$ cat src/rtl/rr_mux_arbiter.sv
// rr_mux_arbiter
//   Round-robin arbiter/sequencer in front of a shared NUM_REQ:1 data mux.
//   One requester owns the output channel for a whole packet; the grant is
//   released after the beat flagged last is accepted downstream. The
//   requester served most recently becomes lowest priority.
//
// Ports
//   clk        single clock, rising edge
//   rst_n      asynchronous active-low reset
//   req_valid  per-requester beat valid            [NUM_REQ]
//   req_data   packed beats, req i at [i*DATA_W +: DATA_W]
//   req_last   per-requester last-beat flag        [NUM_REQ]
//   req_ready  per-requester accept (owner only)   [NUM_REQ]
//   out_valid  muxed beat valid
//   out_data   muxed beat data                     [DATA_W]
//   out_last   muxed last flag
//   out_ready  downstream accept
//   grant_id   index of the current owner          [ID_W]
//   busy       high while a grant is held
//   timeout    one-cycle pulse after a forced release
//
// Optional build macro: RR_MUX_ARB_TIMEOUT_EN
//   Adds a stall watchdog that force-releases an owner after TIMEOUT_CYCLES
//   consecutive grant cycles without a transfer. Without it the grant is
//   held until the last beat and timeout is tied low.

module rr_mux_arbiter #(
  parameter int unsigned NUM_REQ        = 4,
  parameter int unsigned DATA_W         = 8,
  parameter int unsigned ID_W           = 2,
  parameter int unsigned TIMEOUT_CYCLES = 16
) (
  input  logic                      clk,
  input  logic                      rst_n,
  input  logic [NUM_REQ-1:0]        req_valid,
  input  logic [NUM_REQ*DATA_W-1:0] req_data,
  input  logic [NUM_REQ-1:0]        req_last,
  output logic [NUM_REQ-1:0]        req_ready,
  output logic                      out_valid,
  output logic [DATA_W-1:0]         out_data,
  output logic                      out_last,
  input  logic                      out_ready,
  output logic [ID_W-1:0]           grant_id,
  output logic                      busy,
  output logic                      timeout
);

  // Elaboration-time parameter sanity checks.
  if ((1 << ID_W) < NUM_REQ) begin : g_bad_id_w
    $error("rr_mux_arbiter: ID_W too narrow for NUM_REQ");
  end
  if (TIMEOUT_CYCLES < 2) begin : g_bad_timeout
    $error("rr_mux_arbiter: TIMEOUT_CYCLES must be at least 2");
  end

  typedef enum logic {
    IDLE,
    GRANT
  } state_e;

  state_e          state_q, state_d;
  logic [ID_W-1:0] grant_id_q;
  logic [ID_W-1:0] ptr_q;

  logic            found;
  logic [ID_W-1:0] winner;
  logic            sel_valid;
  logic            sel_last;
  logic [DATA_W-1:0] sel_data;
  logic            xfer;
  logic            stall_hit;

  // Round-robin search: first valid index above ptr, then wrap to the
  // indices at or below ptr. Two linear passes avoid any modulo hardware
  // and work for non-power-of-2 NUM_REQ.
  always_comb begin
    found  = 1'b0;
    winner = '0;
    for (int unsigned i = 0; i < NUM_REQ; i++) begin
      if (!found && req_valid[i] && (ID_W'(i) > ptr_q)) begin
        found  = 1'b1;
        winner = ID_W'(i);
      end
    end
    for (int unsigned i = 0; i < NUM_REQ; i++) begin
      if (!found && req_valid[i] && (ID_W'(i) <= ptr_q)) begin
        found  = 1'b1;
        winner = ID_W'(i);
      end
    end
  end

  // Datapath mux selected by the registered owner index.
  always_comb begin
    sel_valid = 1'b0;
    sel_last  = 1'b0;
    sel_data  = '0;
    for (int unsigned i = 0; i < NUM_REQ; i++) begin
      if (ID_W'(i) == grant_id_q) begin
        sel_valid = req_valid[i];
        sel_last  = req_last[i];
        sel_data  = req_data[i*DATA_W +: DATA_W];
      end
    end
  end

  assign xfer = (state_q == GRANT) && sel_valid && out_ready;

`ifdef RR_MUX_ARB_TIMEOUT_EN
  localparam int unsigned CNT_W = $clog2(TIMEOUT_CYCLES + 1);

  logic [CNT_W-1:0] stall_q, stall_d;
  logic             timeout_q;

  assign stall_hit = (state_q == GRANT) && !xfer &&
                     (stall_q == CNT_W'(TIMEOUT_CYCLES - 1));

  // Cleared while idle (so every new grant starts at zero) and on each
  // accepted beat; counts only stalled grant cycles.
  always_comb begin
    stall_d = stall_q;
    if (state_q == IDLE || xfer) begin
      stall_d = '0;
    end else begin
      stall_d = stall_q + CNT_W'(1);
    end
  end

  always_ff @(posedge clk or negedge rst_n) begin
    if (!rst_n) begin
      stall_q   <= '0;
      timeout_q <= 1'b0;
    end else begin
      stall_q   <= stall_d;
      timeout_q <= stall_hit;
    end
  end

  assign timeout = timeout_q;
`else
  assign stall_hit = 1'b0;
  assign timeout   = 1'b0;
`endif

  // State register.
  always_ff @(posedge clk or negedge rst_n) begin
    if (!rst_n) begin
      state_q <= IDLE;
    end else begin
      state_q <= state_d;
    end
  end

  // Next-state logic.
  always_comb begin
    state_d = state_q;
    unique case (state_q)
      IDLE: begin
        if (found) begin
          state_d = GRANT;
        end
      end
      GRANT: begin
        if ((xfer && sel_last) || stall_hit) begin
          state_d = IDLE;
        end
      end
      default: state_d = IDLE;
    endcase
  end

  // Owner index and priority pointer are loaded together at grant time, so
  // the just-granted requester becomes lowest priority for the next search.
  always_ff @(posedge clk or negedge rst_n) begin
    if (!rst_n) begin
      grant_id_q <= '0;
      ptr_q      <= ID_W'(NUM_REQ - 1);
    end else if (state_q == IDLE && found) begin
      grant_id_q <= winner;
      ptr_q      <= winner;
    end
  end

  // Output logic.
  always_comb begin
    busy      = (state_q == GRANT);
    out_valid = busy && sel_valid;
    out_last  = busy && sel_last;
    out_data  = sel_data;
    req_ready = '0;
    for (int unsigned i = 0; i < NUM_REQ; i++) begin
      req_ready[i] = busy && out_ready && (ID_W'(i) == grant_id_q);
    end
  end

  assign grant_id = grant_id_q;

endmodule

$ cat config.mk
export PLATFORM = sky130hd
export DESIGN_NAME = rr_mux_arbiter
export DESIGN_NICKNAME = d
export VERILOG_FILES = /design/src/rtl/rr_mux_arbiter.sv
export SDC_FILE = /design/constraint.sdc
export NUM_CORES = 1
export LEC_CHECK = 0
export ABC_AREA = 1
export BUFFER_PORTS_ARGS = -buffer_cell sky130_fd_sc_hd__buf_2
export CAP_MARGIN = 10
export CORE_MARGIN = 4
export CORE_UTILIZATION = 33
export CTS_CLUSTER_DIAMETER = 100
export DETAILED_ROUTE_END_ITERATION = 10
export GPL_TIMING_DRIVEN = 0
export PLACE_DENSITY = 0.87
export SETUP_SLACK_MARGIN = 0.2
export SYNTH_ARGS = -nofsm -noshare
export SYNTH_HDL_FRONTEND = slang
export SYNTH_SLANG_ARGS = --single-unit
$ cat constraint.sdc
create_clock -name clk -period 1.6 [get_ports clk]
set_clock_uncertainty 0.1 [all_clocks]
set_input_delay 0.48 -clock clk [delete_from_list [all_inputs] [get_ports clk]]
set_output_delay 0.48 -clock clk [all_outputs]
set_load 0.02 [all_outputs]
# Word-level counts from Yosys, hierarchy flattened
# Cells that the tools add are included.
# Widths: inputs -> output; s select.
[totals]
reg_bits = 5
latchBits = 0
ramBits = 0
rom_bits = 0
memories = 0
[classes]
addsub = 0
multipliers = 0
div_mod_pow = 0
order_cmp = 8
n_eq_ne = 3
shifts = 0
n_mux = 30
bitwise_logic = 1
n_reduce_logical = 33
[ops]
columns = ["operator", "n"]
rows = [
  ["$mux 8", 4],
  ["$logic_and 1x1->1", 25],
  ["$mux 1", 19],
  ["$mux 2", 6],
  ["$logic_not 1->1", 7],
  ["$eq 2x2->1 const A", 2],
  ["$gt 1x2->1 const A", 2],
  ["$gt 2x2->1 const A", 2],
  ["$le 1x2->1 const A", 2],
  ["$le 2x2->1 const A", 2],
  ["$eq 1x2->1 const A", 1],
  ["$logic_not 2->1", 1],
  ["$pmux 1 s2", 1],
  ["$not 1->1", 1],
]

# Depth between registers and ports, before layout
[depth]
ltp_word = 33
ltp_mapped = 9
ltp_nobuf = 9

# Least setup slack after synthesis
# No wires, ideal clock.
[synth_path]
path_type = "flip-flop to output port"
from = "register grant_id_q[0], in the netlist grant_id[0]"
to = "output out_last"
arrival_time_ps = 1312
required_time_ps = 1020
slack_ps = -292
path_stages_with_launch = 6
cell_sequence = "dfrtp_1 > buf_4 > nand2_2 > inv_2 > nand2_1 > a21oi_1"
[synth_between]
elab_chain_len = 6
elab_cells_between_ends = 9
classes_between = "eq/ne: 3; mux: 4; reduce/logical: 2"
[synth_lines]
columns = ["element", "line", "rtl"]
rows = [
  ["start, declared", "62", "logic [ID_W-1:0] grant_id_q;"],
  ["start signal, assigned", "179", "grant_id_q <= winner;"],
  ["$logic_not 2->1", "99", "if (ID_W'(i) == grant_id_q) begin"],
  ["$mux 1 (3 in series)", "99", ""],
  ["$mux 1 (*)", "99", ""],
  ["$logic_and 1x1->1 (*)", "188", "out_last = busy && sel_last;"],
  ["end, declared", "41", "output logic out_last,"],
]
# Mark *: on every way between the ends. The rest lies on a longest branch, timed or not.

# Worst setup path after layout
[layout_path]
from = "register grant_id_q[0], in the netlist grant_id[0]"
to = "output out_data[4]"
[layout_between]
elab_chain_len = 5
elab_cells_between_ends = 8
classes_between = "eq/ne: 3; mux: 4; reduce/logical: 1"
[layout_lines]
columns = ["element", "line", "rtl"]
rows = [
  ["$logic_not 2->1", "99", ""],
  ["$mux 8 (3 in series)", "99", ""],
  ["$mux 8 (*)", "99", ""],
  ["end, declared", "40", "output logic [DATA_W-1:0] out_data,"],
]
# Marked as above.

==> flow_summary.toml <==
[finish]
fill_cells = 91
stdcell_count = 224
layout.nets = 243
diodes = 0
synthToLayoutAreaGrowth_pct = 133
layout-drive-gt1-share = 0.668
stdcell_area_sq_um = 1540

[synthesis]
synth-compound-area-share = 0.125
yosysUniqueCellTypes = 24
synth-adder-area-share = 0
synthCells = 117
yosys_warnings = 0
synth_mux_area_frac = 0
synth_simple_gate_area_frac = 0.553
synth.ff_latch_count = 5
synth_nets = 160
syn_area_sq_um = 661
syn_avg_cell_area_sq_um = 5.65
synth_xor_area_frac = 0
synth_top_family_by_area = "simple AND/OR/NAND/NOR gates"
synth_seq_area_share = 0.193

[setup_path]
endpoint_kind = "primary output"
crit_path_top_delay_cell = "dfrtp_2"
crit_chain = "buf_12 -> buf_8 -> a221oi_4 -> a21oi_2 -> buf_6"
r2r_cells = 12
required_ns = 1.02
reg2reg_to = "busy$_DFF_PN0_"
critical_path.max_fanout = 8
crit_path_start_kind = "flop"
crit_type = "flop to primary output"
worstReg2RegStart = "grant_id[1]$_DFFE_PN0P_"
arrival_ns = 1.48
r2r_slack_ns = -0.33
critPathMaxStageDelay_ns = 0.42

[routing]
dr_total_vias = 1200
drtIter0Drc = 25
wire_per_inst_um = 16.0
route.detailed.drc = 0
vias_per_cell = 5.36
dr_wl_met3_um = 398
dr_wl_met2_mm = 1.80
dr.pass1.iters = 4
met1_length_mm = 1.21
antenna_left = 0
top_layer_used = "met4"
wl_mm = 3.57

[power_and_ir_drop]
powerDensity_nw_per_um2 = 2150
seqPwrFrac = 0.084
power.internal_mw = 1.71
p_clk_frac = 0.043
vdd_ir_drop_max_v = 0.00137
pwr-share-comb = 0.873
p_leak_nw = 0.779
p_sw_mw = 1.59
swShare = 0.482

[hold_path]
min_from = "ptr_q[0]$_DFFE_PN1P_"
whs_endpoint = "ptr_q[0]$_DFFE_PN1P_"
hold_path_depth = 2
hold_class = "flop to flop"

[sta]
rsz0062_at_grt = "true"
finalMaxSlewViolations = 0
hold_viol = 0
max_freq_mhz = 486
setup_tns_ns = -5.40
worst_slack_ns = -0.456
fin_crit_ns = 2.06
final-setup-viol-count = 15
fin_crit_sh = 1.28

[grt]
track_usage = 0.203
grt_start_max_net_pins = 10
gr-total-overflow = 0
grt_pass1_wl_mm = 4.31
grt_pass1_vias = 1065
grt_antenna_before_repair = 0

[clocking]
cts-htree-levels = 1
path_clk_slew_ns = 0.04
clock_path_buffers = 2
cts_root_buffer = "clkbuf_4"
insertion_delay_ns = 0.24
cts_buffers = 3
cts_tree = "yes"
cts_sinks = 5

[place]
dp.final_hpwl_mm = 1.98
placed_cell_area_sq_um = 1070
place_congestion = 0.850
dp_cells = 201
io_buffers = 59

[die]
die_area_sq_um = 2780
die_w_um = 52.7
initial_core_util = 0.367
core-area_sq_um = 1800
ios = 61
fp-row-count = 15
die_y_um = 52.7

[run_status]
violations = "negative setup slack"
status = "finished, violations left"

[flow_run]
drv_cap = 0
[state kept, by name, indices dropped and copies added, names as in the netlist]
signal and count:
grant_id 2, busy 1, ptr_q 2
[placed cells by master (no fill, tap or decap), drive strengths merged]
master | netlist | routed
a221oi | 3 | 3
buf | 4 | 81
inv | 12 | 12
conb | 1 | 1
o21bai | 1 | 1
nor2 | 16 | 16
clkbuf | 0 | 4
dlygate4sd3 | 0 | 1
dfstp | 2 | 2
dfrtp | 3 | 3
nor3 | 1 | 1
nand4 | 6 | 6
o21ai | 3 | 3
nand2 | 51 | 51
a21oi | 6 | 6
nand3 | 8 | 8
[cell families after synthesis]
| logic type | count (synthesis) |
|---|---|
| DFF | 5 |
| AOI/OAI and AO/OA | 13 |
| buffers and inverters | 16 |
| and+or+nand+nor | 82 |
| other | 1 |
[metal layers]
metal	global-route usage	vias to the layer above
li1	-	540
met1	0.195	567
met2	0.382	77
met3	0.0684	16
met4	0.0936	0
met5	0	-
[cell usage after synthesis]
cell / n / area [sq um]
a21oi_1: 6 / 30.0
a221oi_1: 3 / 26.3
buf_2: 1 / 5.00
buf_4: 2 / 15.0
buf_6: 1 / 11.3
conb_1: 1 / 3.75
dfrtp_1: 3 / 75.1
dfstp_2: 2 / 52.6
inv_1: 8 / 30.0
inv_2: 3 / 11.3
inv_6: 1 / 8.76
nand2_1: 49 / 184
nand2_2: 2 / 12.5
nand3_1: 8 / 40.0
nand4_1: 6 / 37.5
nor2_1: 13 / 48.8
nor2_2: 1 / 6.26
nor2_4: 1 / 11.3
nor2_8: 1 / 20.0
nor3_1: 1 / 5.00
o21ai_0: 1 / 5.00
o21ai_1: 1 / 5.00
o21ai_2: 1 / 8.76
o21bai_1: 1 / 7.51
[power by group through the flow]
| stage | registers [mW] | clock network, mW | logic (mW) |
|---|---|---|---|
| final | 0.278 | 0.141 | 2.88 |
| after global placement | 0.259 | 0 | 1.62 |
| after floorplan | 0.296 | 0 | 1.18 |
| after detailed placement | 0.263 | 0 | 1.65 |
| after CTS | 0.268 | 0.148 | 2.32 |
| after global routing | 0.284 | 0.168 | 3.04 |
[cell type report]
type                       count  area (sq um)  area share
clock buffer                   4          26.3      0.0171
sequential                     5           131      0.0855
multi-input combinational     96           648       0.422
tap                           25          31.3      0.0204
timing repair buffer          78           577       0.375
inverter                      12          60.1      0.0391
buffer                         4          62.6      0.0407
[what timing repair did]
item	in CTS	in global routing
pin swaps	12	18
endpoints found under the setup margin	20	22
resized for setup	33	42
setup buffers	15	3
endpoints found under the hold margin	3	0
hold buffers	1	0
[worst max-delay path: cells and delay by family, from the launching register on]
kind / cells / cell delay [ns]
AO/OA/AOI/OAI: 2 / 0.39
buffers and inverters: 3 / 0.43
flip-flops: 1 / 0.42
[through the flow]
stage | total power, mW | utilization | hold WS [ns] | setup WS, ns
2_1_floorplan | 1.47 | - | 0.0844 | -0.121
3_3_place_gp | 1.87 | 0.592 | 0.191 | -0.278
3_5_place_dp | 1.91 | 0.592 | 0.196 | -0.277
4_1_cts | 2.74 | 0.747 | 0.384 | -0.439
5_1_grt | 3.50 | 0.853 | 0.429 | -0.510
6_report | 3.30 | 0.853 | 0.404 | -0.456
[how the worst max path moves through the flow]
stage	endpoint	slack, ns	from
4_1_cts	out_data[4]	-0.44	grant_id[0]$_DFFE_PN0P_
2_1_floorplan	out_data[3]	-0.12	grant_id[0]$_DFFE_PN0P_
5_1_grt	out_valid	-0.51	grant_id[1]$_DFFE_PN0P_
3_3_place_gp	out_valid	-0.28	grant_id[0]$_DFFE_PN0P_
6_report	out_data[4]	-0.46	grant_id[0]$_DFFE_PN0P_
3_5_place_dp	out_data[4]	-0.28	grant_id[0]$_DFFE_PN0P_
(Power assumes the default switching activity.)
